$ cat src/rtl/dotprod.sv
// dotprod: Q16.16 dot-product engine with a CPU slave port and a memory master port.
// Optional feature macro DOTPROD_RELU_EN clamps negative results to zero.
module dotprod (
  input  logic        clk,
  input  logic        rst,
  output logic        slave_waitrequest,
  input  logic [3:0]  slave_address,
  input  logic        slave_read,
  input  logic        slave_write,
  output logic [31:0] slave_readdata,
  input  logic [31:0] slave_writedata,
  input  logic        master_waitrequest,
  output logic [31:0] master_address,
  output logic        master_read,
  output logic        master_write,
  input  logic [31:0] master_readdata,
  input  logic        master_readdatavalid,
  output logic [31:0] master_writedata
);

  typedef enum logic [3:0] {
    IDLE   = 4'd0,
    RD_W   = 4'd1,
    WAIT_W = 4'd2,
    RD_A   = 4'd3,
    WAIT_A = 4'd4,
    MAC    = 4'd5,
    BIAS   = 4'd6,
    WR     = 4'd7,
    DONE   = 4'd8
  } state_t;

  state_t      state_r;
  logic [31:0] dst_r, wbase_r, abase_r, bias_r, len_r;
  logic [31:0] w_r, a_r, acc_r, idx_r, wptr_r, aptr_r;
  logic [31:0] result_r, readback_r;

  logic [63:0] w_ext_s, a_ext_s, prod_s;
  logic [31:0] mac_term_s, idx_next_s, sum_s, result_s;
  logic        cpu_access_s;
  logic        unused_prod_s;

  // Low 64 bits of the product of sign-extended operands equal the signed product.
  assign w_ext_s       = {{32{w_r[31]}}, w_r};
  assign a_ext_s       = {{32{a_r[31]}}, a_r};
  assign prod_s        = w_ext_s * a_ext_s;
  assign mac_term_s    = prod_s[47:16];
  assign unused_prod_s = ^{prod_s[63:48], prod_s[15:0]};
  assign idx_next_s    = idx_r + 32'd1;
  assign cpu_access_s  = (state_r == IDLE) && !slave_waitrequest;

  // Final result: accumulator plus bias, optionally clamped at zero.
  always_comb begin
    sum_s = acc_r + bias_r;
`ifdef DOTPROD_RELU_EN
    if (sum_s[31]) begin
      result_s = 32'd0;
    end else begin
      result_s = sum_s;
    end
`else
    result_s = sum_s;
`endif
  end

  // Control FSM, datapath registers and all registered bus outputs.
  always_ff @(posedge clk) begin
    if (rst) begin
      state_r           <= IDLE;
      slave_waitrequest <= 1'b1;
      slave_readdata    <= 32'd0;
      master_address    <= 32'd0;
      master_writedata  <= 32'd0;
      master_read       <= 1'b0;
      master_write      <= 1'b0;
      dst_r             <= 32'd0;
      wbase_r           <= 32'd0;
      abase_r           <= 32'd0;
      bias_r            <= 32'd0;
      len_r             <= 32'd0;
      w_r               <= 32'd0;
      a_r               <= 32'd0;
      acc_r             <= 32'd0;
      idx_r             <= 32'd0;
      wptr_r            <= 32'd0;
      aptr_r            <= 32'd0;
      result_r          <= 32'd0;
      readback_r        <= 32'd0;
    end else begin
      slave_readdata <= 32'd0;
      case (state_r)
        IDLE: begin
          slave_waitrequest <= 1'b0;
          if (cpu_access_s && slave_read && (slave_address == 4'd0)) begin
            slave_readdata <= readback_r;
          end
          if (cpu_access_s && slave_write) begin
            case (slave_address)
              4'd0: begin
                slave_waitrequest <= 1'b1;
                acc_r             <= 32'd0;
                idx_r             <= 32'd0;
                wptr_r            <= wbase_r;
                aptr_r            <= abase_r;
                if (len_r == 32'd0) begin
                  state_r <= BIAS;
                end else begin
                  state_r        <= RD_W;
                  master_address <= wbase_r;
                  master_read    <= 1'b1;
                end
              end
              4'd1:    dst_r   <= slave_writedata;
              4'd2:    wbase_r <= slave_writedata;
              4'd3:    abase_r <= slave_writedata;
              4'd4:    bias_r  <= slave_writedata;
              4'd5:    len_r   <= slave_writedata;
              default: ;
            endcase
          end
        end
        RD_W: begin
          if (!master_waitrequest) begin
            master_read <= 1'b0;
            state_r     <= WAIT_W;
          end
        end
        WAIT_W: begin
          if (master_readdatavalid) begin
            w_r            <= master_readdata;
            master_address <= aptr_r;
            master_read    <= 1'b1;
            state_r        <= RD_A;
          end
        end
        RD_A: begin
          if (!master_waitrequest) begin
            master_read <= 1'b0;
            state_r     <= WAIT_A;
          end
        end
        WAIT_A: begin
          if (master_readdatavalid) begin
            a_r     <= master_readdata;
            state_r <= MAC;
          end
        end
        MAC: begin
          acc_r  <= acc_r + mac_term_s;
          idx_r  <= idx_next_s;
          wptr_r <= wptr_r + 32'd4;
          aptr_r <= aptr_r + 32'd4;
          if (idx_next_s == len_r) begin
            state_r <= BIAS;
          end else begin
            master_address <= wptr_r + 32'd4;
            master_read    <= 1'b1;
            state_r        <= RD_W;
          end
        end
        BIAS: begin
          result_r         <= result_s;
          master_address   <= dst_r;
          master_writedata <= result_s;
          master_write     <= 1'b1;
          state_r          <= WR;
        end
        WR: begin
          if (!master_waitrequest) begin
            master_write <= 1'b0;
            state_r      <= DONE;
          end
        end
        DONE: begin
          readback_r        <= result_r;
          slave_waitrequest <= 1'b0;
          state_r           <= IDLE;
        end
        default: begin
          master_read  <= 1'b0;
          master_write <= 1'b0;
          state_r      <= IDLE;
        end
      endcase
    end
  end

endmodule

$ cat config.mk
export PLATFORM = sky130hd
export DESIGN_NAME = dotprod
export DESIGN_NICKNAME = d
export VERILOG_FILES = /design/src/rtl/dotprod.sv
export SDC_FILE = /design/constraint.sdc
export NUM_CORES = 2
export LEC_CHECK = 0
export BUFFER_PORTS_ARGS = -buffer_cell sky130_fd_sc_hd__buf_4
export CAP_MARGIN = 10
export CORE_MARGIN = 10
export CORE_UTILIZATION = 25
export DETAILED_ROUTE_END_ITERATION = 8
export PLACE_DENSITY = 0.38
export SYNTH_ARGS = -nofsm -noshare
export SYNTH_HDL_FRONTEND = slang
export SYNTH_SLANG_ARGS = --single-unit
$ cat constraint.sdc
create_clock -name clk -period 10.7 [get_ports clk]
set_clock_uncertainty 0.1 [all_clocks]
set_input_delay 0.535 -clock clk [delete_from_list [all_inputs] [get_ports clk]]
set_output_delay 0.535 -clock clk [all_outputs]
set_load 0.005 [all_outputs]
==> impl_metrics.json <==
{
  "internal_power_w": 0.00366,
  "worst-slew-pin-transition_ns": 1.23,
  "route.layer.met1.wl_mm": 84.2,
  "cts.path.max_buffers": 3,
  "max-slew-margin-rel": 0.183,
  "drt_iter0_markers": 2616,
  "mux_share_of_post_synthesis_cell_area": 0.00250,
  "reg2reg_to": "acc_r[29]",
  "detail_route.vias_per_cell": 4.61,
  "hold_path.class": "input port to flop",
  "synth-adder-area-share": 0.379,
  "synth.top_cell.area_share": 0.324,
  "fraction_of_power_consumed_by_combinational_cells": 0.229,
  "largest_family_of_logic_cells_by_synthesized_area": "adder cells",
  "powerDensity_mw_per_mm2": 95.8,
  "peakVddDrop_v": 0.000111,
  "grt_antenna_before_repair": 9,
  "postSynth.topFlopCell": "sky130_fd_sc_hd__dfxtp_1",
  "synth_area_mm2": 0.0520,
  "start_util": 0.251,
  "timing_max_transition_violations_final": 0,
  "grt_pass1_vias": 42500,
  "met2_wirelength_mm": 92.1,
  "synthSimpleGateAreaFrac": 0.206,
  "synth_enable_flop_cells": 0,
  "postLayoutSetupSlackWorst_ns": 0.744,
  "num-nets-final": 7206,
  "postRouteWirelength_mm": 186,
  "drc": 0,
  "timing.final.crit_share": 0.930,
  "multi_input_area_mm2": 0.0377,
  "syn-mean-instance-area_um2": 8.56,
  "drive_gt1_frac": 0.0821,
  "detailroute.via_count": 40700,
  "achievable-frequency_mhz": 100,
  "detailedRoute.firstPassIterationCount": 9,
  "die_w_um": 476,
  "worst_reg_to_reg_cells": 36,
  "time_the_worst_path_needs_with_i_o_delays_and_setup_ns": 9.96,
  "asyncSetResetFlopFracSynth": 0,
  "r2r_start": "a_r[4]",
  "largest_net_degree_at_the_start_of_global_routing": 191,
  "dr.max_layer_used": "met5",
  "critPathSlowestCell": "sky130_fd_sc_hd__dfxtp_2",
  "area.growth.synth_to_final_pct": 12.6,
  "critical-path-top-cell-by-count": "sky130_fd_sc_hd__fa_1",
  "worst_setup_path_endpoint": "acc_r[29]",
  "cts.sinks": 487,
  "met3RoutedLength_mm": 6.34,
  "tritoncts": "built",
  "outcome": "completed",
  "cp-end-kind": "flop",
  "leakagePower_nw": 25.7,
  "clk_latency_ns": 0.69,
  "synthTopCellsByArea": "sky130_fd_sc_hd__fa_1 (32%), sky130_fd_sc_hd__dfxtp_1 (19%), sky130_fd_sc_hd__nand2_1 (8.0%), sky130_fd_sc_hd__and2_1 (6.6%), sky130_fd_sc_hd__inv_1 (6.0%)",
  "finalSetupViolCount": 0,
  "postSynthRegisterBits": 487,
  "crit_fanout": 19,
  "setup.worst_path.class": "flop to flop",
  "buffer_ports.inserted": 172,
  "area.sequential_mm2": 0.00979,
  "setup_repair_after_global_routing_missed_its_margin": "no",
  "timing.reg2reg.setup_slack_ns": 0.74,
  "post-place-ws_ns": 0.431,
  "tritoncts.num_buffers": 60,
  "hold_slack_ns": 0.0555,
  "cp_launch_type": "flop",
  "final-hold-violation-count": 0,
  "fillers": 22300,
  "die_area_mm2": 0.226,
  "cell_chosen_for_the_clock_root": "sky130_fd_sc_hd__clkbuf_16",
  "chipHeight_um": 476,
  "swShare": 0.348,
  "clock_power_share": 0.403,
  "synth-xor-area-share": 0.0312,
  "antenna_violating_nets_post_route": 0,
  "grt_util_all_layers": 0.164,
  "synthDistinctLibCells": 89,
  "power_switching_w": 0.00195,
  "ys_warn_count": 0,
  "timing.critical_path.required_ns": 11.15,
  "finalWeightedCongestion": 0.806,
  "slowest_delay_ns": 0.57,
  "seq_area_frac_synth": 0.188,
  "dp_cells": 8701,
  "post-synth-top-area-cell": "sky130_fd_sc_hd__fa_1",
  "pin_count": 173,
  "first_pass_grt_wire_length_mm": 284,
  "post_synthesis_compound_gate_area_fraction": 0.106,
  "rows": 167,
  "htree_levels": 2,
  "post_layout_nonfiller_instances": 8817,
  "detail_route.wl_per_cell_um": 21.1,
  "syn_inst": 6068,
  "postSynthNetCount": 7211,
  "fin_tns_setup_ns": 0,
  "cap_viol_max_count": 0,
  "dp.final_hpwl_mm": 145,
  "crit_path_start": "a_r[4]",
  "power.sequential.fraction": 0.368,
  "clk_transition_reported_paths_ns": 0.06,
  "globalRouteOverflowTotal": 0,
  "core_area_mm2": 0.207,
  "post_cts.repair.setup_buffers": 0,
  "timing.critical_path.arrival_ns": 10.40
}
power groups by stage:
stage | clock network (W) | logic (W) | registers [W]
finish | 0.00226 | 0.00128 | 0.00207
global route | 0.00239 | 0.00141 | 0.00208
CTS | 0.00233 | 0.00132 | 0.00207
detailed placement | 0 | 0.00131 | 0.00211
global placement | 0 | 0.00131 | 0.00211
floorplan | 0 | 0.000775 | 0.00198
worst min path at each step:
stage	cells after the start	slack, ns	start	endpoint
after floorplan	1	0.33	readback_r[0]	slave_readdata[0]
after global placement	1	0.33	readback_r[10]	slave_readdata[10]
after detailed placement	1	0.34	readback_r[14]	slave_readdata[14]
after CTS	3	0.009	slave_writedata[10]	wbase_r[10]
after global routing	3	0.05	slave_writedata[10]	wbase_r[10]
final	3	0.06	master_readdata[4]	w_r[4]
synthesized netlist by cell type (7+ instances only):
master and instances:
sky130_fd_sc_hd__a311oi_2 19, sky130_fd_sc_hd__xnor2_1 121, sky130_fd_sc_hd__o21ai_0 114, sky130_fd_sc_hd__a31oi_1 25
sky130_fd_sc_hd__and3_1 59, sky130_fd_sc_hd__nor2_1 198, sky130_fd_sc_hd__xor2_1 56, sky130_fd_sc_hd__o21a_1 24
sky130_fd_sc_hd__nand3_1 91, sky130_fd_sc_hd__and2_1 545, sky130_fd_sc_hd__nand4_1 26, sky130_fd_sc_hd__ha_1 229
sky130_fd_sc_hd__a21oi_1 451, sky130_fd_sc_hd__nor3b_1 9, sky130_fd_sc_hd__a211oi_1 38, sky130_fd_sc_hd__nand3b_1 12
sky130_fd_sc_hd__nand2b_1 20, sky130_fd_sc_hd__a22oi_1 15, sky130_fd_sc_hd__buf_2 11, sky130_fd_sc_hd__o21bai_1 8
sky130_fd_sc_hd__nor3_1 51, sky130_fd_sc_hd__a311oi_1 11, sky130_fd_sc_hd__a222oi_1 37, sky130_fd_sc_hd__nand4b_1 8
sky130_fd_sc_hd__nor2b_1 24, sky130_fd_sc_hd__or2_2 7, sky130_fd_sc_hd__nor4_1 17, sky130_fd_sc_hd__clkbuf_1 356
sky130_fd_sc_hd__dfxtp_1 487, sky130_fd_sc_hd__fa_1 840, sky130_fd_sc_hd__mux2i_1 13, sky130_fd_sc_hd__or3_1 19
sky130_fd_sc_hd__a221oi_1 10, sky130_fd_sc_hd__nand2_1 1110, sky130_fd_sc_hd__and4_1 10, sky130_fd_sc_hd__a21o_1 41
sky130_fd_sc_hd__inv_1 832, sky130_fd_sc_hd__buf_1 9, sky130_fd_sc_hd__o31ai_1 9
sequential cells by signal, summed over array words and instances (netlist names), 32 cells and up:
signal / count
acc_r: 32
readback_r: 32
master_address: 32
dst_r: 32
wbase_r: 32
len_r: 32
bias_r: 32
aptr_r: 32
slave_readdata: 32
a_r: 32
idx_r: 32
w_r: 32
wptr_r: 32
result_r: 32
abase_r: 32
area by class of cell:
class	instances	share of cell area
inverter	832	0.0534
tap	2704	0.0578
sequential	487	0.167
clock inverter	29	0.00774
antenna	1	0.0000428
timing repair buffer	312	0.0410
clock buffer	82	0.0284
multi-input combinational	4370	0.644
cell families (layout without fill, tap and decap cells):
family / after synthesis / after routing
AO/OA/AOI/OAI: 879 / 879
XOR/XNOR: 180 / 180
adder cells (fa/ha/maj): 1069 / 1069
buffers and inverters: 1211 / 1255
flip-flops: 487 / 487
multiplexers: 13 / 13
other: 0 / 1
AND/OR/NAND/NOR: 2229 / 2229
through the flow:
stage	utilization	instance area, um^2	power [W]
finish	0.283	58500	0.00561
global route	0.283	58500	0.00588
CTS	0.283	58500	0.00571
detailed placement	0.272	56300	0.00341
global placement	0.272	56300	0.00341
floorplan	-	52000	0.00276
critical path: cells and delay by family (launching register included):
family | cells | cell delay, ns
adder cells (fa/ha/maj) | 10 | 4.46
AO/OA/AOI/OAI | 15 | 3.32
AND/OR/NAND/NOR | 5 | 0.74
flip-flops | 1 | 0.57
buffers and inverters | 5 | 0.53
XOR/XNOR | 1 | 0.11
per-layer routing:
layer,GRT usage,vias up
met4,0.0280,8
met3,0.0151,134
met5,0,-
met1,0.223,20800
li1,-,19100
met2,0.284,713
placed cells by master (no fill, tap or decap), types with 25 or more instances in the layout:
cell                        netlist  layout
sky130_fd_sc_hd__xnor2_1        121     121
sky130_fd_sc_hd__fa_1           840     840
sky130_fd_sc_hd__and3_1          59      55
sky130_fd_sc_hd__a21o_1          41      41
sky130_fd_sc_hd__inv_1          832     832
sky130_fd_sc_hd__xor2_1          56      56
sky130_fd_sc_hd__nand2_1       1110    1108
sky130_fd_sc_hd__and2_1         545     543
sky130_fd_sc_hd__ha_1           229     229
sky130_fd_sc_hd__a21oi_1        451     451
sky130_fd_sc_hd__clkbuf_16        0      60
sky130_fd_sc_hd__nand3_1         91      88
sky130_fd_sc_hd__nand4_1         26      26
sky130_fd_sc_hd__o21ai_0        114     114
sky130_fd_sc_hd__a222oi_1        37      37
sky130_fd_sc_hd__buf_4            3     304
sky130_fd_sc_hd__dfxtp_1        487     459
sky130_fd_sc_hd__nor3_1          51      48
sky130_fd_sc_hd__dfxtp_2          0      26
sky130_fd_sc_hd__nor2_1         198     197
sky130_fd_sc_hd__a31oi_1         25      25
sky130_fd_sc_hd__a211oi_1        38      37
what timing repair did:
item / 4_1_cts / 5_1_grt
endpoints found under the hold margin: 7 / 0
endpoints found under the setup margin: 0 / 6
gates resized for setup: 0 / 31
hold buffers: 4 / 0
No activity file was read; power rests on OpenSTA's default activity.
